<file path="config.mk">
export PLATFORM = sky130hd
export DESIGN_NAME = alu_exec_unit
export DESIGN_NICKNAME = d
export VERILOG_FILES = /design/src/rtl/alu_exec_unit.sv
export SDC_FILE = /design/constraint.sdc
export NUM_CORES = 1
export LEC_CHECK = 0
export ABC_AREA = 1
export BUFFER_PORTS_ARGS = -buffer_cell sky130_fd_sc_hd__buf_2
export CAP_MARGIN = 20
export CORE_ASPECT_RATIO = 0.5
export CORE_UTILIZATION = 61
export CTS_CLUSTER_DIAMETER = 50
export DETAILED_ROUTE_END_ITERATION = 6
export GPL_TIMING_DRIVEN = 0
export PLACE_DENSITY = 0.81
export SETUP_SLACK_MARGIN = 0.2
export SLEW_MARGIN = 20
export SYNTH_ARGS = -nofsm -noshare
export SYNTH_HDL_FRONTEND = slang
export SYNTH_SLANG_ARGS = --single-unit
</file>
<file path="constraint.sdc">
create_clock -name clk_i -period 7.5 [get_ports clk_i]
set_clock_uncertainty 0.1 [all_clocks]
set_input_delay 1.125 -clock clk_i [delete_from_list [all_inputs] [get_ports clk_i]]
set_output_delay 1.125 -clock clk_i [all_outputs]
set_load 0.01 [all_outputs]
</file>
<file path="src/rtl/alu_exec_unit.sv">
// Execution-stage ALU: single-cycle add/sub/and/or plus an iterative shift-add multiplier.
// Optional ALU_MUL_EARLY_EXIT_EN ends the multiply once the remaining multiplier bits are zero.
module alu_exec_unit #(
    parameter int unsigned WIDTH = 32
) (
    input  logic             clk_i,
    input  logic             rst_i,
    input  logic             valid_i,
    output logic             ready_o,
    input  logic [2:0]       ALUCtrl_i,
    input  logic [WIDTH-1:0] data1_i,
    input  logic [WIDTH-1:0] data2_i,
    output logic             valid_o,
    input  logic             ready_i,
    output logic [WIDTH-1:0] data_o,
    output logic             Zero_o
);

    localparam int unsigned CntW = $clog2(WIDTH + 1);

    typedef enum logic [1:0] {StIdle, StMul, StDone} state_e;

    state_e            state_q;
    logic              valid_q;
    logic              zero_q;
    logic [WIDTH-1:0]  data_q;
    logic [WIDTH-1:0]  acc_q;
    logic [WIDTH-1:0]  mcand_q;
    logic [WIDTH-1:0]  mult_q;
    logic [CntW-1:0]   cnt_q;

    logic              accept;
    logic              is_mul;
    logic              mul_last;
    logic [WIDTH-1:0]  alu_res;
    logic [WIDTH-1:0]  acc_sum;

    assign ready_o = (state_q == StIdle) | ((state_q == StDone) & ready_i);
    assign accept  = valid_i & ready_o;
    assign is_mul  = (ALUCtrl_i == 3'b110);

    assign valid_o = valid_q;
    assign data_o  = data_q;
    assign Zero_o  = zero_q;

    // Unlisted codes (000/101/111) fall back to add.
    always_comb begin
        alu_res = data1_i + data2_i;
        unique case (ALUCtrl_i)
            3'b010:  alu_res = data1_i - data2_i;
            3'b011:  alu_res = data1_i & data2_i;
            3'b100:  alu_res = data1_i | data2_i;
            default: alu_res = data1_i + data2_i;
        endcase
    end

    assign acc_sum = acc_q + (mult_q[0] ? mcand_q : '0);

`ifdef ALU_MUL_EARLY_EXIT_EN
    assign mul_last = (cnt_q == CntW'(1)) || ((mult_q >> 1) == '0);
`else
    assign mul_last = (cnt_q == CntW'(1));
`endif

    always_ff @(posedge clk_i) begin
        if (!rst_i) begin
            state_q <= StIdle;
            valid_q <= 1'b0;
            zero_q  <= 1'b0;
            data_q  <= '0;
            acc_q   <= '0;
            mcand_q <= '0;
            mult_q  <= '0;
            cnt_q   <= '0;
        end else begin
            unique case (state_q)
                StIdle, StDone: begin
                    if (accept) begin
                        if (is_mul) begin
                            acc_q   <= '0;
                            mcand_q <= data1_i;
                            mult_q  <= data2_i;
                            cnt_q   <= CntW'(WIDTH);
                            valid_q <= 1'b0;
                            state_q <= StMul;
                        end else begin
                            data_q  <= alu_res;
                            zero_q  <= (alu_res == '0);
                            valid_q <= 1'b1;
                            state_q <= StDone;
                        end
                    end else if ((state_q == StDone) && ready_i) begin
                        valid_q <= 1'b0;
                        state_q <= StIdle;
                    end
                end
                StMul: begin
                    acc_q   <= acc_sum;
                    mcand_q <= mcand_q << 1;
                    mult_q  <= mult_q >> 1;
                    cnt_q   <= cnt_q - CntW'(1);
                    if (mul_last) begin
                        data_q  <= acc_sum;
                        zero_q  <= (acc_sum == '0);
                        valid_q <= 1'b1;
                        state_q <= StDone;
                    end
                end
                default: begin
                    valid_q <= 1'b0;
                    state_q <= StIdle;
                end
            endcase
        end
    end

endmodule

</file>
==> results.toml, run 1 <==
[critical_path]
worstSetupPathType = "primary input to register"
startpoint = "data2_i[1]"
crit_fanout = 5
r2r_cells = 20
cp_slowest_cell = "o21ai_0"
reg2reg_setup_slack_ns = 4.06
crit_buf_inv = 7
cpMostUsedCell = "inv_1"
r2r_start = "mult_q[0]"
cpPeakStageDelay_ns = 0.58
cp.arrival_ns = 5.60
start_kind = "primary input"
cp.required_ns = 7.73
critPathTopFamily = "simple AND/OR/NAND/NOR gates"
endpoint_kind = "register"
rr_endpoint = "Zero_o"

[run_status]
failed_checks = "design-rule violations"
status = "finished with violations"

[clock_network]
cts_hold_buf = 0
clk_path_buf_depth = 2
cts.sinks = 137
path_clk_slew_ns = 0.06
clock-root-buffer = "clkbuf_16"
post_cts_resized = 0
insertion_delay_ns = 0.43
htree_levels = 4
cts_tree = "done"
post_cts_buffers = 0
cts_buffers = 17

[synth]
ys_seq_area_share_pct = 22.48
ys_types = 42
synthesis.area_um2 = 12200
syn-num-nets = 2290
synth_top_area_share_pct = 23.05
yosys_register_bits = 137
postSynthAreaPerCell_um2 = 5.673
ys_warn_count = 0
synth_cells = 2150
yosysTopAreaCell = "nand2_1"
netlist_top_cells_area = "nand2_1 23%, dfxtp_1 22%, inv_1 10%"

[floorplanning]
initial_core_util_pct = 62.54
rows = 36
die_h_um = 102.0
coreArea_um2 = 19500
pin_count = 106
die_area_um2 = 20600
die_w_um = 202.0

[placement]
place.gp.congestion = 0.9998
hpwlAfterDp_um = 35290
port_buffers = 97

[drt]
dr.pass1.iters = 7
avgViaCountPerCell = 5.720
wl_met1_um = 19050
totalWireLength_um = 43850
wl_met3_um = 5993
via_count = 14564
wl_met2_um = 17510
antenna_left = 0
dr.max_layer_used = "met4"
drt_iter0_drc = 1786
drc = 2
wl_per_cell_um = 17.22

[global_route]
grt_pass1_wl_um = 66870
grt_overflow = 0
grt_pass1_vias = 12571
grt_max_degree = 17
grtUsageTotal_pct = 42.25
antenna_found_initial = 1

[finish]
area_delta_synth_final_pct = 11.63
final_core_util_pct = 69.82
nFillCells = 1891
fin_nets = 2406
drive_above_1_share_pct = 7.547

[timing]
fin_crit_ns = 5.374
finalCritPeriodShare_pct = 71.65
setup_tns_ns = 0
slew_headroom_pct = 46.16
finalSetupViolCount = 0
hold_viol = 0
worst_slew_pin_slew_ns = 0.8076
rsz0062_at_grt = "no"
slew_violations = 0
max_freq_ghz = 0.1861

[power_and_ir_drop]
ir_worst_vdd_uv = 197.2
p_leak_nw = 7.308
p_per_area_nw_per_um2 = 170.9

[flow_run]
drv_cap = 0

[hold_path]
hp-start = "acc_q[22]"
hold_depth = 2
worstHoldPathType = "register to register"
hold_path_end = "acc_q[22]"
## metal layers
layer / global-route usage, % / vias to the layer above
li1: - / 7104
met1: 60.09 / 6432
met2: 63.07 / 911
met3: 9.662 / 117
met4: 13.64 / 0
met5: 0 / -
## state kept, by name, summed over array words and instances (netlist names)
signal / count
acc_q: 32
mult_q: 32
data_o: 32
Zero_o: 1
mcand_q: 32
state_q: 2
cnt_q: 6
## cells in the final DEF (no fill, tap or decap), types with 3 or more instances in the layout
cell,netlist,final
or2_2,10,10
ha_1,67,67
nand3b_1,16,16
nor3_1,15,15
clkbuf_1,55,55
nor4_1,7,7
o21ai_1,3,3
a31oi_1,99,99
o211ai_1,14,14
o21a_1,3,3
nor2_1,196,196
a21oi_1,96,96
xor2_1,32,32
and2_1,3,3
xnor2_1,4,4
o21ai_0,83,83
inv_6,0,5
clkbuf_16,0,17
inv_1,330,330
o21bai_1,11,11
nand3_1,147,147
buf_2,15,112
buf_1,4,4
nand2_1,749,749
nand4_1,25,25
dfxtp_1,137,137
clkinv_4,0,3
## report_power, final
part / total, W / internal [W] / switching [W]
logic: 0.000673 / 0.000204 / 0.000469
registers: 0.000797 / 0.000769 / 0.0000282
clock network: 0.000857 / 0.000506 / 0.000351
## cell usage after synthesis
master	n
ha_1	67
nor3_1	15
or2_2	10
inv_2	2
a22oi_1	1
a21oi_1	96
xor2_1	32
o21a_1	3
nor2_1	196
a31oi_1	99
a311oi_1	1
o31ai_1	1
nand3b_1	16
buf_6	2
clkbuf_1	55
a211oi_1	2
a21boi_0	1
a21o_1	2
and2_1	3
o211ai_1	14
nand4_1	25
nor2_2	2
nor4_1	7
nand2_1	749
nand3_1	147
inv_1	330
nor2_4	2
nand2_2	1
o21ai_1	3
o21ai_2	2
o21bai_1	11
buf_1	4
nor3_2	2
xnor2_1	4
o22ai_1	1
buf_2	15
o21ai_0	83
buf_4	1
fa_1	2
nand2_4	2
dfxtp_1	137
nand3_2	2
## final cells by class
type	instances	area, um2	area share, %
Multi-Input combinational cell	1604	7883	57.89
Clock inverter	14	158.9	1.167
Tap cell	266	332.8	2.444
Inverter	332	1246	9.152
Antenna cell	1	2.502	0.01838
Sequential cell	137	2743	20.14
Timing Repair Buffer	97	485.5	3.565
Clock buffer	18	439.2	3.225
Buffer	77	326.6	2.398
## kinds of logic (layout without fill, tap and decap cells)
logic type               count (synthesis)  count (layout)  synth area share [%]
other                                    0               1                     0
AO/OA/AOI/OAI                          320             320                 14.97
flip-flops                             137             137                 22.48
adder cells (fa/ha/maj)                 69              69                 7.201
buffers and inverters                  409             538                 12.89
AND/OR/NAND/NOR                       1179            1179                 39.87
XOR/XNOR                                36              36                 2.585
## worst max-delay path by stage
stage | slack (ns) | to | cells past startpoint
4_1_cts | 2.36 | Zero_o | 28
6_report | 2.13 | Zero_o | 28
3_5_place_dp | 1.94 | Zero_o | 28
3_3_place_gp | 1.95 | Zero_o | 28
5_1_grt | 1.78 | Zero_o | 28
2_1_floorplan | 3.22 | Zero_o | 27
## through the flow
| stage | worst slack [ns] | total power (W) | std cells | area [um2] | hold slack (ns) |
|---|---|---|---|---|---|
| after detailed placement | 1.940 | 0.001450 | 2513 | 13020 | 0.3596 |
| final | 2.126 | 0.002327 | 2546 | 13620 | 0.3719 |
| after floorplan | 3.224 | 0.001216 | 2150 | 12200 | 0.3401 |
| after global placement | 1.948 | 0.001442 | 2513 | 13020 | 0.3560 |
| after CTS | 2.364 | 0.002287 | 2545 | 13610 | 0.3688 |
| after global routing | 1.778 | 0.002419 | 2546 | 13620 | 0.3807 |
## tightest hold or removal path: cells and delay by family, from the launching register on
kind / cells / cell delay (ns)
compound gates: 1 / 0.05
flops: 1 / 0.31
simple gates: 1 / 0.06
No activity file was read; power rests on OpenSTA's default activity.
==> inputs of run 2 (changes only) <==
CORE_UTILIZATION = 56   (was 61)
PLACE_DENSITY = 0.79   (was 0.81)
clock period = 4.4 ns   (was 7.5 ns; I/O delays follow)
==> results.toml, run 2 (synthesis results as in run 1) <==
[timing]
setup_ws_ns = 0.1663
hold_viol = 0
worst_slew_pin_slew_ns = 0.8262
hold_ws_ns = 0.3715
finalCritPeriodShare_pct = 96.22
slew_violations = 0
fin_crit_ns = 4.234
finalSetupViolCount = 0
rsz0062_at_grt = "yes"
max_freq_ghz = 0.2362
slew_headroom_pct = 44.92

[finish]
area_delta_synth_final_pct = 14.85
regArea_um2 = 2743
fin_nets = 2415
drive_above_1_share_pct = 11.11
multiInputGateArea_um2 = 8137
final_core_util_pct = 66.95
final_common_cell = "nand2_1"
layout_common_cells = "730 x nand2_1, 322 x inv_1, 177 x nor2_1, 140 x nand3_1, 137 x dfxtp_1"
nFillCells = 2094
final_cells = 2581

[global_route]
grt_pass1_vias = 12672
grt_max_degree = 17
antenna_found_initial = 2
grt_pass1_wl_um = 68140
grtUsageTotal_pct = 39.69
grt_overflow = 0

[floorplanning]
initial_core_util_pct = 58.29
coreArea_um2 = 20930
rows = 37
die_w_um = 210.7
die_area_um2 = 22410
pin_count = 106
die_h_um = 106.4

[run_status]
failed_checks = "design-rule violations"
status = "finished with violations"

[drt]
avgViaCountPerCell = 5.589
via_count = 14426
totalWireLength_um = 44480
drt_iter0_drc = 1618
wl_per_cell_um = 17.23
dr.pass1.iters = 7
antenna_left = 0
drc = 13

[hold_path]
worstHoldPathType = "register to register"

[power_and_ir_drop]
p_leak_nw = 7.378
p_per_area_nw_per_um2 = 287.3
ir_worst_vdd_uv = 241.9
totalPowerFinal_w = 0.004025

[clock_network]
cts_buffers = 17
cts.sinks = 137
insertion_delay_ns = 0.43
cts_tree = "done"
htree_levels = 4
clk_path_buf_depth = 2
clock-root-buffer = "clkbuf_16"
cts_hold_buf = 0
path_clk_slew_ns = 0.06

[critical_path]
start_kind = "primary input"
cp.required_ns = 4.68
cp.arrival_ns = 4.51
endpoint_kind = "register"
crit_fanout = 4
worstSetupPathType = "primary input to register"

[placement]
post-place-cells = 2539
port_buffers = 97
place.gp.congestion = 1.014
hpwlAfterDp_um = 35700
dp_slack_ns = -0.5664

[flow_run]
drv_cap = 0
## run 2: cell count changes in the layout (fill, tap and decap cells not counted), moves of 5 or more
cell,change
a21oi_1,-9
a21oi_2,+9
buf_4,+9
ha_1,-7
ha_2,+6
inv_1,-8
inv_2,+6
nand2_1,-19
nand2_2,+19
nand3_1,-7
nand3_2,+7
nor2_1,-19
nor2_2,+14
nor2_4,+5
## run 2: critical path, cell delays in order
cell and delay, ns:
buf_8 0.11, inv_8 0.06, ha_4 0.12, inv_2 0.03
nor3_2 0.15, inv_1 0.08, nor3_2 0.21, nand3_2 0.14
nor3_4 0.24, nand2_2 0.09, inv_2 0.07, nand4_1 0.15
o21ai_2 0.22, o21ai_1 0.11, xor2_1 0.19, ha_2 0.39
inv_2 0.07, nor3_4 0.23, nand2_2 0.09, nand3b_1 0.25
a21oi_2 0.27, o21ai_4 0.07, nor2_1 0.10, nand4_1 0.19
nand3_1 0.13, nand2_1 0.05, inv_1 0.04
## run 2: per-layer routing
| layer | global-route usage, % | wire, um |
|---|---|---|
| met3 | 9.424 | 5846 |
| met4 | 10.46 | 895 |
| met5 | 0 | 0 |
| met1 | 57.03 | 19720 |
| met2 | 58.75 | 18010 |
## run 2: what timing repair did
item | 4_1_cts | 5_1_grt
pin swaps | 1 | 35
endpoints found under the setup margin | 2 | 12
buffers inserted | 1 | 8
gates cloned | 0 | 0
resized for setup | 8 | 89
## run 2: per-stage QoR
stage	instance area [um2]	setup TNS (ns)
after floorplan	12200	0
after global placement	13050	-1.456
after detailed placement	13050	-1.307
after CTS	13680	0
after global routing	14010	-0.1589
final	14010	0
## run 2: worst paths after layout
kind	slack, ns	end	startpoint	cells past startpoint
hold reg to reg	0.37	acc_q[3]	acc_q[3]	2
hold / removal	0.37	acc_q[3]	acc_q[3]	2
setup reg to reg	0.72	data_o[29]	mult_q[0]	19
setup / recovery	0.17	Zero_o	data2_i[1]	27
## run 2: power breakdown
group	internal (W)	switching (W)	total, W	leakage (nW)
Sequential	0.00131	0.0000483	0.00136	1.12
Combinational	0.000382	0.000834	0.00122	5.97
Clock	0.000894	0.000556	0.00145	0.289
## run 2: area by class of cell
type / instances / share of cell area (%)
Tap cell: 292 / 2.608
Timing Repair Buffer: 106 / 4.090
Buffer: 77 / 2.349
Inverter: 332 / 8.985
Sequential cell: 137 / 19.58
Clock inverter: 9 / 0.8216
Clock buffer: 22 / 3.456
Multi-Input combinational cell: 1604 / 58.08
Antenna cell: 2 / 0.03572
